==> config.mk <==
export PLATFORM = sky130hd
export DESIGN_NAME = tea_encrypt_iterative
export DESIGN_NICKNAME = d
export VERILOG_FILES = /design/src/rtl/tea_encrypt_iterative.sv
export SDC_FILE = /design/constraint.sdc
export NUM_CORES = 1
export LEC_CHECK = 0
export CAP_MARGIN = 30
export CORE_ASPECT_RATIO = 1.1
export CORE_MARGIN = 1.5
export CORE_UTILIZATION = 40
export DETAILED_ROUTE_END_ITERATION = 8
export PLACE_DENSITY_LB_ADDON = 0.05
export SLEW_MARGIN = 30
export SYNTH_ARGS = -nofsm -noshare
export SYNTH_HDL_FRONTEND = slang
export SYNTH_SLANG_ARGS = --single-unit
==> constraint.sdc <==
create_clock -name clk -period 19.4 [get_ports clk]
set_clock_uncertainty 0.2 [all_clocks]
set_input_delay 3.88 -clock clk [delete_from_list [all_inputs] [get_ports clk]]
set_output_delay 3.88 -clock clk [all_outputs]
set_load 0.02 [all_outputs]
==> src/rtl/tea_encrypt_iterative.sv <==
// tea_encrypt_iterative
//   Iterative TEA encryptor: one full TEA cycle (v0 half-round followed by
//   the v1 half-round) per enabled clock, ROUNDS cycles per block.
//   Valid/ready handshake on both sides; the key is captured with each block.
//
// Ports
//   clk        system clock, posedge
//   rst        asynchronous, active-high reset
//   ena        global enable; when low all state freezes, no handshake completes
//   in_valid   plaintext/key presented
//   in_ready   block can be accepted this cycle (combinational)
//   inBlock64  plaintext, [63:32]=v0, [31:0]=v1
//   key        [127:96]=k0, [95:64]=k1, [63:32]=k2, [31:0]=k3
//   out_valid  outBlock64 holds a finished ciphertext
//   out_ready  downstream consumes outBlock64
//   outBlock64 ciphertext, [63:32]=v0, [31:0]=v1
//   busy       high while rounds are being computed
module tea_encrypt_iterative #(
  parameter int unsigned ROUNDS = 32,
  parameter logic [31:0] DELTA  = 32'h9E3779B9
) (
  input  logic         clk,
  input  logic         rst,
  input  logic         ena,
  input  logic         in_valid,
  output logic         in_ready,
  input  logic [63:0]  inBlock64,
  input  logic [127:0] key,
  output logic         out_valid,
  input  logic         out_ready,
  output logic [63:0]  outBlock64,
  output logic         busy
);

  typedef enum logic [1:0] {IDLE, RUN, DONE} state_t;

  localparam logic [5:0] LAST = 6'(ROUNDS - 1);

  state_t        state;
  logic [31:0]   v0, v1, sum;
  logic [5:0]    cnt;
  logic [127:0]  key_q;
  logic [63:0]   out_q;
  logic          out_valid_q;
  logic          busy_q;

  logic [31:0]   k0, k1, k2, k3;
  logic [31:0]   sum_n, v0_n, v1_n;
  logic          accept;

  always_comb begin
    k0    = key_q[127:96];
    k1    = key_q[95:64];
    k2    = key_q[63:32];
    k3    = key_q[31:0];
    sum_n = sum + DELTA;
    v0_n  = v0   + (((v1   << 4) + k0) ^ (v1   + sum_n) ^ ((v1   >> 5) + k1));
    v1_n  = v1   + (((v0_n << 4) + k2) ^ (v0_n + sum_n) ^ ((v0_n >> 5) + k3));
  end

  // Gated by rst so in_ready is low for the whole reset pulse, not just after it.
  assign in_ready = ~rst & ena & ((state == IDLE) | ((state == DONE) & out_ready));
  assign accept   = in_valid & in_ready;

  assign out_valid  = out_valid_q;
  assign outBlock64 = out_q;
  assign busy       = busy_q;

  always_ff @(posedge clk or posedge rst) begin
    if (rst) begin
      state       <= IDLE;
      v0          <= '0;
      v1          <= '0;
      sum         <= '0;
      cnt         <= '0;
      key_q       <= '0;
      out_q       <= '0;
      out_valid_q <= 1'b0;
      busy_q      <= 1'b0;
    end else if (ena) begin
      if (accept) begin
        // Accept in DONE implies out_ready, so this edge also consumes the
        // pending result: straight back to RUN with no bubble.
        v0          <= inBlock64[63:32];
        v1          <= inBlock64[31:0];
        key_q       <= key;
        sum         <= '0;
        cnt         <= '0;
        out_valid_q <= 1'b0;
        busy_q      <= 1'b1;
        state       <= RUN;
      end else begin
        case (state)
          RUN: begin
            sum <= sum_n;
            v0  <= v0_n;
            v1  <= v1_n;
            cnt <= cnt + 6'd1;
            if (cnt == LAST) begin
              out_q       <= {v0_n, v1_n};
              out_valid_q <= 1'b1;
              busy_q      <= 1'b0;
              state       <= DONE;
            end
          end
          DONE: begin
            if (out_ready) begin
              out_valid_q <= 1'b0;
              state       <= IDLE;
            end
          end
          IDLE: ;
          default: state <= IDLE;
        endcase
      end
    end
  end

endmodule

==> out/metrics.cfg <==
[final_layout]
drive_gt1_frac = 0.0402
nNetsFinal = 3735
multi_input_area_um2 = 16600
n_antenna_cell = 0
regArea_um2 = 7460
final_area_um2 = 29400
num-fill-cells = 5984
syn_to_final_growth_pct = 19.4

[global_routing]
antenna_found_initial = 0
grt_max_degree = 89
grt_pass1_wl_um = 134000
track_usage = 0.277
grt_overflow = 0
grt_pass1_vias = 22500

[die]
core_area_um2 = 61000
num_rows = 95
start_util = 0.404
io_pins = 264
die_x_um = 240
die_h_um = 263
dieArea_um2 = 63100

[critical_path]
max_stage_delay_ps = 810
crit_required_ps = 19690
critPathSlowestCell = a2111oi_1
critPathCaptureType = flip-flop
crit_type = reg -> reg
critPathMaxFanout = 6
worst_r2r_path_depth = 45
crit_top_cell = a21oi_1
start_kind = flip-flop
crit_arrival_ps = 12580

[flow_run]
maxCapViolCount = 0

[placed_design]
routabilityCongestion = 0.935
hpwl_um = 68600
postPlaceCellArea_um2 = 28200
io_buffers = 263

[yosys]
synth_top_area_frac = 0.303
synth_area_leaders = dfrtp_1 30%, ha_1 13%, nand2_1 12%
yosysWarnings = 0
ys_seq_elements = 298
synth_xor_area_frac = 0.140
syn_area_per_cell_um2 = 8.09
synth_edf_count = 0
syn-instance-count = 3046
synth-simple-area-share = 0.205
synth_cell_type_count = 82
yosysMostFrequentCell = nand2_1
synth_top_cell_by_area = dfrtp_1
synth.area.mux_share = 0.00584
synth-compound-area-share = 0.189
ys_seq_area_frac = 0.303
ys_top_cells_by_count = 801 x nand2_1, 298 x dfrtp_1, 297 x xnor2_1, 249 x ha_1, 186 x a21oi_1
synth_adder_area_share = 0.133
syn_area_um2 = 24600
ys.flop_type = dfrtp_1
syn_nets = 3500
async_flop_share = 1.00
synth_top_family_by_area = simple AND/OR/NAND/NOR gates

[detailed_routing]
drt-initial-drc-count = 1815
highest_layer = met4
wl_met1_um = 43200
wl_met3_um = 4430
drtPass1Iterations = 7
wl_per_cell_um = 21.2
via_count = 22700
routed_wl_um = 87600
viasPerCell = 5.50
drcViolationCount = 0
drtAntennaViolNets = 0
wl_met2_um = 38400

[min_path]
hold_depth = 2
hold_path.class = reg -> reg

[sta]
period_minus_slack_ps = 12290
period_share = 0.634
setup_viol = 0
worstMarginPinSlew_ps = 1010
max_freq_mhz = 81.3
rsz0062_at_grt = no
slew-limit-headroom = 0.323
slew_viol_final = 0
setup-tns-final_ps = 0
hold_viol = 0

[clock_network]
clk_path_buf_depth = 3
cts_setup_buffers = 0
cts.sinks = 298
cts.clk_slew.worst_paths_ps = 60
cts_hold_buf = 0
clock-root-buffer = clkbuf_16
cts_tree = built
clk_latency_ps = 580
cts.htree.levels = 2
cts-resized-gates = 0
cts_buffers = 37

[run_status]
status = finished clean

-- final cells by class --
class | instances | area share
Inverter | 68 | 0.00898
Clock buffer | 46 | 0.0350
Tap cell | 824 | 0.0351
Timing Repair Buffer | 289 | 0.0964
Multi-Input combinational cell | 2587 | 0.565
Clock inverter | 19 | 0.00604
Sequential cell | 298 | 0.254
-- cells in the final DEF (no fill, tap or decap), types with 6 or more instances in the layout --
master,count
clkdlybuf4s50_1,263
dfrtp_1,298
a21oi_1,186
nand4_1,17
xor2_1,74
nor4_1,8
fa_1,8
o31ai_1,17
clkbuf_8,7
nand2b_1,19
a21o_1,118
or3_1,12
nand3_1,41
a31oi_1,65
clkinv_2,9
mux2_2,11
o21ai_0,103
nor3_1,33
nor2b_1,20
and4_1,6
o21a_1,38
nor2_1,183
o21bai_1,23
o21ai_1,63
and3_1,25
o2111ai_1,7
and2_1,14
xnor2_1,297
a2111oi_0,7
buf_4,24
o211ai_1,10
inv_1,66
a211oi_1,18
or2_2,7
nand2_1,799
a21boi_1,8
ha_1,249
clkbuf_16,37
-- logic make-up (layout without fill, tap and decap cells) --
logic type,after synthesis,after routing
adders and majority gates,257,257
and+or+nand+nor,1207,1207
AOI/OAI and AO/OA,730,730
DFF,298,298
xor gates and xnor gates,380,380
muxes,13,13
buffers and inverters,161,422
-- worst max-delay path: cells and delay by family, from the launching register on --
kind                       cells  cell delay (ps)
xor gates and xnor gates       8             2520
adders and majority gates      5             1730
DFF                            1              420
and+or+nand+nor               10             1310
AOI/OAI and AO/OA             22             6010
-- path summary, 6_finish.rpt --
path                                    startpoint  slack (ps)                    end
worst max-delay path            sum[0]$_DFFE_PP0P_        7110     v1[31]$_DFFE_PP0P_
worst min-delay path              busy$_DFFE_PP0P_         270       busy$_DFFE_PP0P_
worst max register to register  sum[0]$_DFFE_PP0P_        7110     v1[31]$_DFFE_PP0P_
worst min register to register    busy$_DFFE_PP0P_         270       busy$_DFFE_PP0P_
max in group asynchronous                      rst       13440  key_q[40]$_DFFE_PP0P_
min in group asynchronous                      rst        3550     v1[28]$_DFFE_PP0P_
-- flip-flops by register name, summed over array words and instances, names as in the netlist --
signal and cells:
busy 1, cnt 6, key_q 128, outBlock64 64
out_valid 1, state 2, sum 32, v0 32
v1 32
-- per-layer routing --
metal,track usage,vias up
li1,-,11000
met5,0,-
met1,0.417,11000
met4,0.0602,0
met3,0.0278,100
met2,0.426,657
-- metrics by stage --
stage,setup slack [ps],std cells,utilization,hold slack [ps]
after floorplan,4310,3046,-,250
after global placement,7400,4066,0.462,258
after detailed placement,7330,4066,0.462,264
after CTS,7260,4131,0.482,278
after global routing,6100,4131,0.482,300
final,7110,4131,0.482,275
Power is not shown: default switching activity piles up to over one toggle a cycle in this logic, so the estimate is an artifact.
